### config.mk
export PLATFORM = sky130hd
export DESIGN_NAME = float_div_iter
export DESIGN_NICKNAME = d
export VERILOG_FILES = /design/src/rtl/float_pkg.sv /design/src/rtl/float_special_detect.sv /design/src/rtl/float_div_iter.sv
export SDC_FILE = /design/constraint.sdc
export NUM_CORES = 1
export LEC_CHECK = 0
export CAP_MARGIN = 20
export CORE_AREA = 2 2 91 93
export DETAILED_ROUTE_END_ITERATION = 12
export DIE_AREA = 0 0 93 95
export HOLD_SLACK_MARGIN = 0.08
export PLACE_DENSITY = 0.86
export SLEW_MARGIN = 20
export SYNTH_ARGS = -nofsm -noshare
export SYNTH_HDL_FRONTEND = slang
export SYNTH_SLANG_ARGS = --single-unit
### constraint.sdc
create_clock -name clk -period 5 [get_ports clk]
set_input_delay 0.75 -clock clk [delete_from_list [all_inputs] [get_ports clk]]
set_output_delay 0.75 -clock clk [all_outputs]
set_load 0.005 [all_outputs]
### src/rtl/float_pkg.sv
// Half-precision float constants, special encodings and FSM states
// shared by the vector FPU lane datapaths (MAC, divider).
package float_pkg;
  localparam int E_WIDTH = 5;
  localparam int M_WIDTH = 10;
  localparam int I_WIDTH = M_WIDTH + E_WIDTH + 1;
  localparam int BIAS    = (1 << (E_WIDTH - 1)) - 1;
  localparam int Q_WIDTH = M_WIDTH + 3;
  localparam int R_WIDTH = M_WIDTH + 2;
  localparam int X_WIDTH = E_WIDTH + 2;
  localparam int C_WIDTH = $clog2(Q_WIDTH);

  localparam logic [I_WIDTH-1:0] NAN =
    {1'b0, {E_WIDTH{1'b1}}, 1'b1, {(M_WIDTH-1){1'b0}}};
  localparam logic [I_WIDTH-1:0] P_INFI =
    {1'b0, {E_WIDTH{1'b1}}, {M_WIDTH{1'b0}}};
  localparam logic [I_WIDTH-1:0] N_INFI =
    {1'b1, {E_WIDTH{1'b1}}, {M_WIDTH{1'b0}}};
  localparam logic [I_WIDTH-1:0] P_ZERO = '0;
  localparam logic [I_WIDTH-1:0] N_ZERO =
    {1'b1, {(I_WIDTH-1){1'b0}}};

  typedef enum logic [1:0] {
    IDLE,
    CALC,
    ROUND,
    DONE
  } state_t;

  function automatic logic [I_WIDTH-1:0] inf_of(input logic s);
    return s ? N_INFI : P_INFI;
  endfunction

  function automatic logic [I_WIDTH-1:0] zero_of(input logic s);
    return s ? N_ZERO : P_ZERO;
  endfunction
endpackage

### src/rtl/float_special_detect.sv
// Operand classifier for divide: flags special cases and gives
// their fixed result and divide-by-zero flag. Subnormals read as zero.
module float_special_detect
  import float_pkg::*;
(
  input  logic [I_WIDTH-1:0] a,
  input  logic [I_WIDTH-1:0] b,
  output logic               special,
  output logic [I_WIDTH-1:0] res,
  output logic               dz
);
  logic s;
  logic a_emax, a_mz, a_nan, a_inf, a_zero;
  logic b_emax, b_mz, b_nan, b_inf, b_zero;

  assign s      = a[I_WIDTH-1] ^ b[I_WIDTH-1];
  assign a_emax = &a[I_WIDTH-2:M_WIDTH];
  assign a_mz   = ~|a[M_WIDTH-1:0];
  assign a_nan  = a_emax & ~a_mz;
  assign a_inf  = a_emax & a_mz;
  assign a_zero = ~|a[I_WIDTH-2:M_WIDTH];
  assign b_emax = &b[I_WIDTH-2:M_WIDTH];
  assign b_mz   = ~|b[M_WIDTH-1:0];
  assign b_nan  = b_emax & ~b_mz;
  assign b_inf  = b_emax & b_mz;
  assign b_zero = ~|b[I_WIDTH-2:M_WIDTH];

  always_comb begin
    special = 1'b1;
    res     = NAN;
    dz      = 1'b0;
    if (a_nan | b_nan) begin
      res = NAN;
    end else if (a_inf & b_inf) begin
      res = NAN;
    end else if (a_zero & b_zero) begin
      res = NAN;
    end else if (a_inf) begin
      res = inf_of(s);
    end else if (b_inf) begin
      res = zero_of(s);
    end else if (b_zero) begin
      res = inf_of(s);
      dz  = 1'b1;
    end else if (a_zero) begin
      res = zero_of(s);
    end else begin
      special = 1'b0;
      res     = P_ZERO;
    end
  end
endmodule

### src/rtl/float_div_iter.sv
// Sequential float divider: radix-2 restoring, one quotient bit
// per clock, then a round-to-nearest-even pack stage.
module float_div_iter
  import float_pkg::*;
(
  input  logic               clk,
  input  logic               rst_n,
  input  logic               in_valid,
  output logic               in_ready,
  input  logic [I_WIDTH-1:0] a,
  input  logic [I_WIDTH-1:0] b,
  output logic               out_valid,
  input  logic               out_ready,
  output logic [I_WIDTH-1:0] q,
  output logic               dz
);
  state_t state, state_nxt;
  logic [C_WIDTH-1:0] cnt;
  logic [R_WIDTH-1:0] rem, div, rem_sub;
  logic [Q_WIDTH-1:0] quot, norm;
  logic [X_WIDTH-1:0] exp, exp_n, exp_r;
  logic [M_WIDTH:0]   kept;
  logic [M_WIDTH+1:0] sum;
  logic sign, accept, ge, last;
  logic guard, sticky, up;
  logic sp_flag, sp_dz;
  logic [I_WIDTH-1:0] sp_res, rnd_res;

  float_special_detect u_special (
    .a      (a),
    .b      (b),
    .special(sp_flag),
    .res    (sp_res),
    .dz     (sp_dz)
  );

  assign in_ready  = state == IDLE;
  assign out_valid = state == DONE;
  assign accept    = in_valid & in_ready;
  assign last      = cnt == C_WIDTH'(Q_WIDTH - 1);
  assign ge        = rem >= div;
  assign rem_sub   = ge ? rem - div : rem;

  always_ff @(posedge clk or negedge rst_n) begin
    if (!rst_n) state <= IDLE;
    else        state <= state_nxt;
  end

  always_comb begin
    state_nxt = state;
    unique case (state)
      IDLE:    if (accept) state_nxt = sp_flag ? DONE : CALC;
      CALC:    if (last) state_nxt = ROUND;
      ROUND:   state_nxt = DONE;
      DONE:    if (out_ready) state_nxt = IDLE;
      default: state_nxt = IDLE;
    endcase
  end

  // Quotient below 1.0 gets one extra shift; guard/sticky cover the rest.
  always_comb begin
    norm   = quot[Q_WIDTH-1] ? quot : quot << 1;
    exp_n  = quot[Q_WIDTH-1] ? exp : exp - X_WIDTH'(1);
    kept   = norm[Q_WIDTH-1:2];
    guard  = norm[1];
    sticky = norm[0] | (|rem);
    up     = guard & (sticky | kept[0]);
    sum    = {1'b0, kept} + {{(M_WIDTH+1){1'b0}}, up};
    exp_r  = sum[M_WIDTH+1] ? exp_n + X_WIDTH'(1) : exp_n;
    if ($signed(exp_r) >= $signed(X_WIDTH'((1 << E_WIDTH) - 1)))
      rnd_res = inf_of(sign);
    else if ($signed(exp_r) < $signed(X_WIDTH'(1)))
      rnd_res = zero_of(sign);
    else
      rnd_res = {sign, exp_r[E_WIDTH-1:0], sum[M_WIDTH-1:0]};
  end

  always_ff @(posedge clk or negedge rst_n) begin
    if (!rst_n) begin
      cnt  <= '0;
      rem  <= '0;
      div  <= '0;
      quot <= '0;
      exp  <= '0;
      sign <= 1'b0;
      q    <= '0;
      dz   <= 1'b0;
    end else begin
      if (accept) begin
        cnt  <= '0;
        rem  <= {1'b0, 1'b1, a[M_WIDTH-1:0]};
        div  <= {1'b0, 1'b1, b[M_WIDTH-1:0]};
        quot <= '0;
        exp  <= {2'b00, a[I_WIDTH-2:M_WIDTH]}
              - {2'b00, b[I_WIDTH-2:M_WIDTH]}
              + X_WIDTH'(BIAS);
        sign <= a[I_WIDTH-1] ^ b[I_WIDTH-1];
        if (sp_flag) begin
          q  <= sp_res;
          dz <= sp_dz;
        end
      end
      if (state == CALC) begin
        cnt  <= cnt + C_WIDTH'(1);
        rem  <= {rem_sub[R_WIDTH-2:0], 1'b0};
        quot <= {quot[Q_WIDTH-2:0], ge};
      end
      if (state == ROUND) begin
        q  <= rnd_res;
        dz <= 1'b0;
      end
    end
  end
endmodule

---- Yosys cells after proc, flatten, opt, wreduce, memory -nomap -nowiden ----
Index checks and enable logic that the tools add are counted.
Widths: inputs -> output; s select.
storage, ports and cells
  flip-flop bits (word level) ............. 67
  bits in latches ......................... 0
  bits in writable memories ............... 0
  ROM bits ................................ 0
  input bits .............................. 36
  output and inout bits ................... 19
  logic and storage cells ................. 102
  memories kept ........................... 0
operators by class
  add/subtract/negate cells ............... 7
  multipliers ............................. 0
  divide/modulo/power cells ............... 0
  $lt $le $gt $ge ......................... 3
  eq/ne operators ......................... 7
  shifts and indexed selects .............. 0
  muxes and demuxes ....................... 47
  bitwise operators ....................... 12
  reductions and logical operators ........ 17
operator list
  cell                 number
  $mux 16              16
  $mux 13              3
  $mux 12              2
  $reduce_or 10->1     2
  $mux 1               16
  $mux 7               2
  $add 11x1->12        1
  $ge 12x11->1         1
  $reduce_or 12->1     1
  $mux 11              1
  $sub 11x11->11       1
  $reduce_and 5->1     2
  $reduce_or 5->1      2
  $and 1x1->1          8
  $mux 2               4
  $mux 4               2
  $pmux 2 s4           1
  $add 6x5->7 const B  1
  $add 7x1->7 const B  1
  $ge 7x6->1 const B   1
  $lt 7x2->1 const B   1
  $sub 7x1->7 const B  1
  $reduce_bool 2->1    3
  $sub 5x5->6          1
  12 further kinds     19

---- Logic depth before layout (Yosys ltp) ----
Gate-level depths: netlist of run 1.
  depth after elaboration ................. 12
  mapped depth ............................ 14
  mapped depth without buffers ............ 11

---- Cells and area by module ----
Synthesis of run 1 repeated with hierarchy kept, for this count alone.
second synthesis, totals
  cells, all modules ...................... 610
  area total of the unflattened synthesis .. 5,076.1 µm²
modules (own cells, without submodules)
  module                times used  cells an instance  area each (µm²)  sequential area each (µm²)
  float_div_iter        1           563                4,767.1          1,676.6
  float_special_detect  1           47                 309.0            0.0

---- Worst setup path before layout of run 1 ----
No wires, ideal clock.
  path kind ............................... flip-flop to flip-flop
  start ................................... reg quot[12]
  end ..................................... reg q[9]
  setup time .............................. 121 ps
  arrival time ............................ 2,960 ps
  required time ........................... 4,879 ps
  setup slack ............................. 1,919 ps
  stages on the path, launching flop included .. 14
  path buffers ............................ 4
  period minus slack after synthesis ...... 3,081 ps
  cells stage by stage .................... dfrtp_1 > buf_6 > buf_6 > clkbuf_1 > xnor2_1 > ha_1 > inv_1 > nor2_1 > o2111ai_1 > xor2_1 > or4_1 > and4_1 > buf_6 > a22o_1
on the way
  word-level cells in the longest chain between the ends .. 10
  elaborated cells between the ends (all ways) .. 13
  those cells by class .................... 2 x add/sub; 2 x order compare; 6 x mux; 3 x bitwise
ends and longest elaborated chain
  item                    RTL line               RTL
  from (decl)             float_div_iter.sv:20   logic [Q_WIDTH-1:0] quot, norm;
  from (signal assigned)  float_div_iter.sv:106  quot <= {quot[Q_WIDTH-2:0], ge};
  $mux 13                 float_div_iter.sv:62   norm = quot[Q_WIDTH-1] ? quot : quot << 1;
  $or 1x1->1              float_div_iter.sv:66   sticky = norm[0] | (|rem);
  $or 1x1->1              float_div_iter.sv:67   up = guard & (sticky | kept[0]);
  $and 1x1->1             float_div_iter.sv:67
  $add 11x1->12           float_div_iter.sv:68   sum = {1'b0, kept} + {{(M_WIDTH+1){1'b0}}, up};
  $mux 7                  float_div_iter.sv:69   exp_r = sum[M_WIDTH+1] ? exp_n + X_WIDTH'(1) : exp_n;
  $lt 7x2->1              float_div_iter.sv:72   else if ($signed(exp_r) < $signed(X_WIDTH'(1)))
  $mux 16                 float_div_iter.sv:72
  $mux 16 *               float_div_iter.sv:70   if ($signed(exp_r) >= $signed(X_WIDTH'((1 << E_WIDTH) - 1)))
  $mux 16 *               float_div_iter.sv:108  if (state == ROUND) begin
  to (signal assigned)    float_div_iter.sv:99   q <= sp_res;
  to (signal assigned)    float_div_iter.sv:109  q <= rnd_res;
  to (decl)               float_div_iter.sv:14   output logic [I_WIDTH-1:0] q,
Mark *: on every way between the ends. The rest lies on a longest branch, timed or not.
A chain may end at the register's enable or synchronous reset.

---- Worst setup path in the final report of run 1 ----
Same ends and word-level chain as after synthesis.

==> report_table.html, run 1 <==
<table>
<tr><th>Metric</th><th>Value</th></tr>
<tr><th colspan="2">Finish</th></tr>
<tr><td>Final-stage net count</td><td>663</td></tr>
<tr><td>Total inserted antenna cells</td><td>0</td></tr>
<tr><td>Final Cell Area</td><td>5510 um2</td></tr>
<tr><td>P&amp;R area growth vs syn</td><td>14.9%</td></tr>
<tr><td>Final std cells w/o fill</td><td>709</td></tr>
<tr><td>Fraction of layout cells with a size suffix above 1</td><td>6.46%</td></tr>
<tr><th colspan="2">Global route</th></tr>
<tr><td>Number of global-route vias before repair</td><td>4137</td></tr>
<tr><td>Met1 Track Usage GR</td><td>34.6%</td></tr>
<tr><td>Total global routing track utilization</td><td>27.5%</td></tr>
<tr><td>First-pass GRT wire length</td><td>19.2 mm</td></tr>
<tr><td>Total overflow reported by the global router</td><td>0</td></tr>
<tr><td>Most utilized layer in the global route result</td><td>met2</td></tr>
<tr><td>Global Route met2 Usage</td><td>46.6%</td></tr>
<tr><td>Pin count of the biggest net entering global routing</td><td>68</td></tr>
<tr><td>Routing usage on met3</td><td>4.39%</td></tr>
<tr><td>Initial antenna violation count</td><td>0</td></tr>
<tr><th colspan="2">Die</th></tr>
<tr><td>Placeable core area</td><td>7930 um2</td></tr>
<tr><td>I/O pin cnt</td><td>55</td></tr>
<tr><td>Die X</td><td>93 um</td></tr>
<tr><td>Starting Density</td><td>60.5%</td></tr>
<tr><td>Die Span Y</td><td>95 um</td></tr>
<tr><td>Number of cell rows</td><td>33</td></tr>
<tr><td>DIE AREA</td><td>8840 um2</td></tr>
<tr><th colspan="2">Clocking</th></tr>
<tr><td>Number of instances resized during post-cts repair</td><td>0</td></tr>
<tr><td>Buffers from clock root to sink, at most</td><td>2</td></tr>
<tr><td>CTS Buf Count</td><td>9</td></tr>
<tr><td>H-tree levels</td><td>3</td></tr>
<tr><td>TritonCTS clock tree</td><td>yes</td></tr>
<tr><td>Count of clock tree sinks</td><td>67</td></tr>
<tr><td>Clock edge transition at the registers on the reported setup and hold paths</td><td>0.07 ns</td></tr>
<tr><td>Clock insertion delay at the later pin of the skew report</td><td>0.35 ns</td></tr>
<tr><td>Clock Root Buffer</td><td>clkbuf_8</td></tr>
<tr><td>Quantity of hold-fixing buffers added after cts</td><td>0</td></tr>
<tr><td>Post-CTS setup buffer count</td><td>0</td></tr>
<tr><th colspan="2">Setup path</th></tr>
<tr><td>Worst-path cell with the longest stage delay</td><td>dfrtp_1</td></tr>
<tr><td>Worst path cell trace</td><td>nand2_1 &gt; a2111oi_4 &gt; o2111ai_1 &gt; xor2_1 &gt; or4_1 &gt; and4_1 &gt; a22o_1</td></tr>
<tr><td>Delay of the slowest critical-path stage</td><td>1.04 ns</td></tr>
<tr><td>Worst reg-to-reg setup slack</td><td>1.22 ns</td></tr>
<tr><td>Crit Reg-Reg Endpoint</td><td>q[9]$_DFFE_PN0P_</td></tr>
<tr><td>Crit start category</td><td>flop</td></tr>
<tr><td>Largest fanout on the critical path</td><td>33</td></tr>
<tr><td>Data required time of the worst path</td><td>5.23 ns</td></tr>
<tr><td>Critical path capture point type</td><td>flop</td></tr>
<tr><td>Combined buffer and inverter count along the critical path</td><td>0</td></tr>
<tr><td>Data arrival time of the critical path</td><td>4.01 ns</td></tr>
<tr><td>Family with the most delay on the worst path</td><td>compound AO/OA/AOI/OAI gates</td></tr>
<tr><td>Worst R2R Start</td><td>quot[12]$_DFFE_PN0P_</td></tr>
<tr><td>Worst Reg-to-Reg Cells</td><td>7</td></tr>
<tr><td>Crit Path Class</td><td>flop to flop</td></tr>
<tr><th colspan="2">Yosys</th></tr>
<tr><td>Ranking of synthesized cells by area</td><td>dfrtp_1 (35%), ha_1 (6.8%), nand2_1 (6.4%)</td></tr>
<tr><td>Number of library cell types mapped by synthesis</td><td>64</td></tr>
<tr><td>Total of warnings raised by yosys</td><td>0</td></tr>
<tr><td>Cells after synthesis</td><td>563</td></tr>
<tr><td>Cell area after synthesis</td><td>4800 um2</td></tr>
<tr><td>Async set or reset register ratio after synthesis</td><td>100%</td></tr>
<tr><td>Seq/Total Area, Yosys</td><td>34.9%</td></tr>
<tr><td>Synth Flop Type</td><td>dfrtp_1</td></tr>
<tr><td>Number of synthesized flops with an enable pin</td><td>0</td></tr>
<tr><td>Top cell type's share of synthesized area</td><td>34.9%</td></tr>
<tr><td>Syn nets</td><td>627</td></tr>
<tr><td>Total of flip-flops plus latches after synthesis</td><td>67</td></tr>
<tr><td>Mean Syn Cell Area</td><td>8.52 um2</td></tr>
<tr><td>Largest area contributor in the netlist</td><td>dfrtp_1</td></tr>
<tr><th colspan="2">STA</th></tr>
<tr><td>RSZ-0062 raised after global routing</td><td>no</td></tr>
<tr><td>Final number of hold-violating endpoints</td><td>0</td></tr>
<tr><td>Final worst-path cycle share</td><td>75.5%</td></tr>
<tr><td>Min Clock Period, post-route</td><td>3.78 ns</td></tr>
<tr><td>Measured slew at the worst slew-check pin</td><td>1.05 ns</td></tr>
<tr><td>Slew Limit Fails</td><td>0</td></tr>
<tr><td>Worst slew margin relative to its limit</td><td>29.7%</td></tr>
<tr><td>Post-Route Skew</td><td>0.00849 ns</td></tr>
<tr><td>FMAX</td><td>265 MHz</td></tr>
<tr><td>Worst hold slack</td><td>0.450 ns</td></tr>
<tr><td>Worst path setup slack after routing</td><td>1.22 ns</td></tr>
<tr><td>Number of endpoints failing setup at the final stage</td><td>0</td></tr>
<tr><td>Final total negative setup slack</td><td>0 ns</td></tr>
<tr><th colspan="2">Run</th></tr>
<tr><td>Maximum Capacitance Violations</td><td>0</td></tr>
<tr><th colspan="2">Placement</th></tr>
<tr><td>Routability Congestion</td><td>0.902</td></tr>
<tr><td>I/O Buffers</td><td>54</td></tr>
<tr><td>Post-Place Worst Slack</td><td>1.30 ns</td></tr>
<tr><td>Count of placed standard cells including taps</td><td>693</td></tr>
<tr><td>Cell area reported after detailed placement</td><td>5340 um2</td></tr>
<tr><td>Detail Placement HPWL</td><td>8.27 mm</td></tr>
<tr><th colspan="2">Power and ir drop</th></tr>
<tr><td>Leakage</td><td>0.00234 uW</td></tr>
<tr><td>Power per cell area</td><td>642 nW/um2</td></tr>
<tr><td>Peak supply drop</td><td>0.418 mV</td></tr>
<tr><th colspan="2">Route</th></tr>
<tr><td>Antenna Nets Post-Route</td><td>0</td></tr>
<tr><td>Routed vias/inst</td><td>5.99</td></tr>
<tr><td>Count of vias placed by the detailed router</td><td>4250</td></tr>
<tr><td>Wire per inst</td><td>16.0 um</td></tr>
<tr><td># DRC</td><td>0</td></tr>
<tr><td>Number of iterations in the first detailed-routing pass</td><td>5</td></tr>
<tr><td>DRT iter0 DRCs</td><td>243</td></tr>
<tr><td>Total wirelength of the detailed-routed design</td><td>11.3 mm</td></tr>
<tr><th colspan="2">Status</th></tr>
<tr><td>Outcome</td><td>finished clean</td></tr>
<tr><th colspan="2">Hold path</th></tr>
<tr><td>Hold_sp</td><td>div[10]$_DFFE_PN0P_</td></tr>
<tr><td>Hold Path Stages</td><td>2</td></tr>
<tr><td>Terminating pin of the worst hold path</td><td>div[10]$_DFFE_PN0P_</td></tr>
<tr><td>Type of the most critical hold path</td><td>flop to flop</td></tr>
</table>
worst max path at each step:
stage | start | endpoint | slack (ns) | cells past startpoint
global route | quot[12]$_DFFE_PN0P_ | q[9]$_DFFE_PN0P_ | 0.98 | 7
finish | quot[12]$_DFFE_PN0P_ | q[9]$_DFFE_PN0P_ | 1.22 | 7
detailed placement | quot[12]$_DFFE_PN0P_ | q[9]$_DFFE_PN0P_ | 1.30 | 7
CTS | quot[12]$_DFFE_PN0P_ | q[9]$_DFFE_PN0P_ | 1.29 | 7
global placement | quot[12]$_DFFE_PN0P_ | q[9]$_DFFE_PN0P_ | 1.41 | 7
floorplan | quot[12]$_DFFE_PN0P_ | q[9]$_DFFE_PN0P_ | 1.92 | 13
where the power goes:
part | internal, uW | switching (uW)
combinational | 958 | 1120
clock | 193 | 210
sequential | 776 | 287
total | 1930 | 1610
logic make-up (layout without fill, tap and decap cells):
logic type,after synthesis,after routing,synth area share (%)
fa+ha+maj,28,28,7.61
xor+xnor,32,32,5.84
simple gates,205,205,21.3
flops,67,67,34.9
buf+inv,69,110,6.10
compound gates,140,140,19.5
mux,22,22,4.75
Yosys cell counts (all sizes together) (3+ instances only):
cell    instances
nor2           30
nand4           7
and2            3
nand2b          7
a22o           14
o21ai          44
buf            10
or3             4
o31ai           7
and3           11
nor3            5
or2             4
nor2b           4
inv            36
nand3          26
xnor2          19
a21oi          27
mux2            6
a21o           10
or4             5
nand2          82
nor4            9
a31oi           4
xor2           13
clkbuf         23
ha             26
mux2i          16
dfrtp          67
a211oi         11
routing by layer:
layer,up-vias,wire length [um]
li1,2079,-
met1,2011,4860
met2,129,5450
met3,31,543
met4,0,463
met5,-,0
layout by cell type (no fill, tap or decap), drive strengths merged, types with 12 or more instances in the layout:
cell type and count:
dfrtp 67, nand3 26, inv 36, mux2i 16, nand2 82, xnor2 19, nor2 30, clkdlybuf4s50 53
a22o 14, clkbuf 12, xor2 13, ha 26, a21oi 27, o21ai 44
flip-flops by register name (all words and copies together), names as in the netlist:
| register | count |
|---|---|
| dz | 1 |
| state | 2 |
| exp | 7 |
| quot | 13 |
| sign | 1 |
| cnt | 4 |
| rem | 12 |
| div | 11 |
| q | 16 |
worst register-to-register path, stage by stage, from the launching register on:
cell and delay (ns):
dfrtp_1 1.04, nand2_1 0.28, a2111oi_4 0.69, o2111ai_1 0.31, xor2_1 0.25, or4_1 0.53, and4_1 0.32, a22o_1 0.24
stage by stage:
stage	utilization, %	total power [uW]
2_1_floorplan	-	2580
3_3_place_gp	67.3	3010
3_5_place_dp	67.3	3100
4_1_cts	69.5	3520
5_1_grt	69.5	3840
6_report	69.5	3540
cell type report:
| type | instances | area, um2 |
|---|---|---|
| multi-input cells | 427 | 2830 |
| fillers | 609 | 2420 |
| flip-flops and latches | 67 | 1680 |
| repair buffers | 58 | 566 |
| clock buffers | 12 | 145 |
| inverters | 36 | 135 |
| well taps | 105 | 131 |
| clock inverters | 4 | 26.3 |
(Power assumes the default switching activity.)
==> run 2: changes to the inputs <==
CORE_AREA = 2 2 95 97   (was 2 2 91 93)
DIE_AREA = 0 0 97 99   (was 0 0 93 95)
PLACE_DENSITY = 0.8   (was 0.86)
clock period = 3.5 ns   (was 5 ns; I/O delays follow)
==> run 2 against run 1 <==
Effect of this change: first-iteration DRC count decreased by 14%; routed wire length is 0.99% lower; clock skew is 0.0011 ns higher; power grew 48%; clock-buffer cell count is the same; worst hold slack worse by 0.34 ns; final cell count grew 1.3%; combinational power increased by 45%; fmax is 19% higher; register-to-register slack got worse by 0.90 ns; sequential cell count did not move; via count increased by 0.47%; critical endpoint unchanged.
==> report_table.html, run 2 (synthesis results as in run 1) <==
<table>
<tr><th>Metric</th><th>Value</th></tr>
<tr><th colspan="2">Status</th></tr>
<tr><td>Outcome</td><td>finished clean (unchanged)</td></tr>
<tr><th colspan="2">Global route</th></tr>
<tr><td>Total global routing track utilization</td><td>23.8% (was 27.5%)</td></tr>
<tr><td>Routing usage on met3</td><td>3.19% (was 4.39%)</td></tr>
<tr><td>Met1 Track Usage GR</td><td>29.5% (was 34.6%)</td></tr>
<tr><td>Number of global-route vias before repair</td><td>4118 (was 4137)</td></tr>
<tr><td>First-pass GRT wire length</td><td>18.7 mm (was 19.2 mm)</td></tr>
<tr><td>Global Route met2 Usage</td><td>42.0% (was 46.6%)</td></tr>
<tr><td>Total overflow reported by the global router</td><td>0 (unchanged)</td></tr>
<tr><td>Initial antenna violation count</td><td>0 (unchanged)</td></tr>
<tr><td>Pin count of the biggest net entering global routing</td><td>44 (was 68)</td></tr>
<tr><td>Most utilized layer in the global route result</td><td>met2 (unchanged)</td></tr>
<tr><th colspan="2">Power and ir drop</th></tr>
<tr><td>Leakage</td><td>0.00240 uW (was 0.00234 uW)</td></tr>
<tr><td>Final total power</td><td>5220 uW (was 3540 uW)</td></tr>
<tr><td>Power per cell area</td><td>930 nW/um2 (was 642 nW/um2)</td></tr>
<tr><td>Peak supply drop</td><td>0.630 mV (was 0.418 mV)</td></tr>
<tr><th colspan="2">Finish</th></tr>
<tr><td>Commonest non-fill, non-tap cells in the layout</td><td>nand2_1 (82), dfrtp_1 (67), clkdlybuf4s50_1 (53) (unchanged)</td></tr>
<tr><td>Largest regs</td><td>q x16, quot x13, rem x12 (unchanged)</td></tr>
<tr><td>Final Core Density</td><td>65.7% (was 69.5%)</td></tr>
<tr><td>Fillers</td><td>699 (was 609)</td></tr>
<tr><td>P&amp;R area growth vs syn</td><td>17.0% (was 14.9%)</td></tr>
<tr><td>Total inserted antenna cells</td><td>0 (unchanged)</td></tr>
<tr><td>Sequential Area</td><td>1680 um2 (unchanged)</td></tr>
<tr><td>Fraction of layout cells with a size suffix above 1</td><td>7.38% (was 6.46%)</td></tr>
<tr><td>Final-stage net count</td><td>669 (was 663)</td></tr>
<tr><td>Top register by number of flip-flops</td><td>q (unchanged)</td></tr>
<tr><td>Number of flip-flops under the largest register name</td><td>16 (unchanged)</td></tr>
<tr><td>Final Cell Area</td><td>5610 um2 (was 5510 um2)</td></tr>
<tr><td>Most common cell after layout, fill and taps aside</td><td>nand2_1 (unchanged)</td></tr>
<tr><td>Total area of multi-input combinational cells</td><td>2830 um2 (about the same)</td></tr>
<tr><th colspan="2">Route</th></tr>
<tr><td>Routed vias/inst</td><td>5.95 (was 5.99)</td></tr>
<tr><td>Number of iterations in the first detailed-routing pass</td><td>4 (was 5)</td></tr>
<tr><td>Wire per inst</td><td>15.6 um (was 16.0 um)</td></tr>
<tr><td>Total wirelength of the detailed-routed design</td><td>11.2 mm (was 11.3 mm)</td></tr>
<tr><td>DRT iter0 DRCs</td><td>208 (was 243)</td></tr>
<tr><td>Count of vias placed by the detailed router</td><td>4270 (was 4250)</td></tr>
<tr><td># DRC</td><td>0 (unchanged)</td></tr>
<tr><td>Antenna Nets Post-Route</td><td>0 (unchanged)</td></tr>
<tr><th colspan="2">Clocking</th></tr>
<tr><td>Count of clock tree sinks</td><td>67 (unchanged)</td></tr>
<tr><td>TritonCTS clock tree</td><td>yes (unchanged)</td></tr>
<tr><td>Clock edge transition at the registers on the reported setup and hold paths</td><td>0.08 ns (was 0.07 ns)</td></tr>
<tr><td>CTS Buf Count</td><td>9 (unchanged)</td></tr>
<tr><td>H-tree levels</td><td>3 (unchanged)</td></tr>
<tr><td>Clock Root Buffer</td><td>clkbuf_8 (unchanged)</td></tr>
<tr><td>Buffers from clock root to sink, at most</td><td>2 (unchanged)</td></tr>
<tr><td>Post-CTS setup buffer count</td><td>0 (unchanged)</td></tr>
<tr><td>Number of instances resized during post-cts repair</td><td>0 (unchanged)</td></tr>
<tr><td>Clock insertion delay at the later pin of the skew report</td><td>0.35 ns (about the same)</td></tr>
<tr><td>Quantity of hold-fixing buffers added after cts</td><td>0 (unchanged)</td></tr>
<tr><th colspan="2">STA</th></tr>
<tr><td>Post-Route Skew</td><td>0.00956 ns (was 0.00849 ns)</td></tr>
<tr><td>FMAX</td><td>315 MHz (was 265 MHz)</td></tr>
<tr><td>Measured slew at the worst slew-check pin</td><td>0.590 ns (was 1.05 ns)</td></tr>
<tr><td>Min Clock Period, post-route</td><td>3.18 ns (was 3.78 ns)</td></tr>
<tr><td>Slew Limit Fails</td><td>0 (unchanged)</td></tr>
<tr><td>Number of endpoints failing setup at the final stage</td><td>0 (unchanged)</td></tr>
<tr><td>Final total negative setup slack</td><td>0 ns (unchanged)</td></tr>
<tr><td>Worst slew margin relative to its limit</td><td>60.7% (was 29.7%)</td></tr>
<tr><td>Final worst-path cycle share</td><td>90.8% (was 75.5%)</td></tr>
<tr><td>RSZ-0062 raised after global routing</td><td>no (unchanged)</td></tr>
<tr><td>Final number of hold-violating endpoints</td><td>0 (unchanged)</td></tr>
<tr><th colspan="2">Die</th></tr>
<tr><td>DIE AREA</td><td>9600 um2 (was 8840 um2)</td></tr>
<tr><td>Die Span Y</td><td>99 um (was 95 um)</td></tr>
<tr><td>Die X</td><td>97 um (was 93 um)</td></tr>
<tr><td>I/O pin cnt</td><td>55 (unchanged)</td></tr>
<tr><td>Number of cell rows</td><td>34 (was 33)</td></tr>
<tr><td>Placeable core area</td><td>8550 um2 (was 7930 um2)</td></tr>
<tr><td>Starting Density</td><td>56.1% (was 60.5%)</td></tr>
<tr><th colspan="2">Hold path</th></tr>
<tr><td>Type of the most critical hold path</td><td>primary input to asynchronous set/reset pin (was flop to flop)</td></tr>
<tr><th colspan="2">Setup path</th></tr>
<tr><td>Critical path capture point type</td><td>flop (unchanged)</td></tr>
<tr><td>Data arrival time of the critical path</td><td>3.41 ns (was 4.01 ns)</td></tr>
<tr><td>Data required time of the worst path</td><td>3.73 ns (was 5.23 ns)</td></tr>
<tr><td>Worst Reg-to-Reg Cells</td><td>11 (was 7)</td></tr>
<tr><td>Crit start category</td><td>flop (unchanged)</td></tr>
<tr><td>Largest fanout on the critical path</td><td>10 (was 33)</td></tr>
<tr><td>Crit Path Class</td><td>flop to flop (unchanged)</td></tr>
<tr><th colspan="2">Run</th></tr>
<tr><td>Maximum Capacitance Violations</td><td>0 (unchanged)</td></tr>
<tr><th colspan="2">Placement</th></tr>
<tr><td>Routability Congestion</td><td>0.912 (was 0.902)</td></tr>
<tr><td>Detail Placement HPWL</td><td>8.48 mm (was 8.27 mm)</td></tr>
<tr><td>I/O Buffers</td><td>54 (unchanged)</td></tr>
<tr><td>Cell area reported after detailed placement</td><td>5390 um2 (was 5340 um2)</td></tr>
</table>
-- run 2: worst paths after layout --
| path | slack (ns) | startpoint | end |
|---|---|---|---|
| hold reg to reg | 0.45 | div[10]$_DFFE_PN0P_ | div[10]$_DFFE_PN0P_ |
| setup reg to reg | 0.32 | exp[0]$_DFFE_PN0P_ | q[9]$_DFFE_PN0P_ |
| max in group asynchronous | 2.67 | rst_n | exp[0]$_DFFE_PN0P_ |
| min in group clk | 0.45 | div[10]$_DFFE_PN0P_ | div[10]$_DFFE_PN0P_ |
| hold / removal | 0.11 | rst_n | rem[10]$_DFFE_PN0P_ |
| setup / recovery | 0.32 | exp[0]$_DFFE_PN0P_ | q[9]$_DFFE_PN0P_ |
-- run 2: final cells by class --
| class | instances | share of cell area, % |
|---|---|---|
| clock buffers | 12 | 2.76 |
| inverters | 36 | 2.41 |
| clock inverters | 4 | 1.29 |
| flip-flops and latches | 67 | 29.9 |
| repair buffers | 64 | 10.9 |
| multi-input cells | 427 | 50.4 |
| well taps | 108 | 2.41 |
-- run 2: stage by stage --
stage / setup WS, ns / cells / hold slack (ns)
2_1_floorplan: 0.419 / 563 / 0.229
3_3_place_gp: 0.432 / 702 / 0.436
3_5_place_dp: 0.375 / 702 / 0.435
4_1_cts: 0.344 / 718 / 0.110
5_1_grt: 0.157 / 718 / 0.123
6_report: 0.321 / 718 / 0.106
-- run 2: metal layers --
metal  part of all wire (%)  up-vias  wire length, um
met4                    2.4        0              272
met2                     49      132             5500
met1                     44     2029             4930
met3                    4.5       21              506
li1                       -     2088                -
met5                      0        -                0
-- run 2: power by group --
| group | leakage, uW | total [uW] | switching (uW) | internal (uW) |
|---|---|---|---|---|
| clock network | 0.000113 | 746 | 307 | 440 |
| logic | 0.00144 | 3010 | 1620 | 1390 |
| registers | 0.000850 | 1470 | 362 | 1110 |
-- run 2: critical path, cell delays in order (launching register included) --
cell,delay (ns)
dfrtp_1,0.50
inv_1,0.13
ha_1,0.35
mux2i_1,0.17
ha_1,0.17
inv_1,0.04
nor2_1,0.16
o2111ai_1,0.23
xor2_1,0.24
or4_1,0.52
and4_1,0.32
a22o_1,0.23
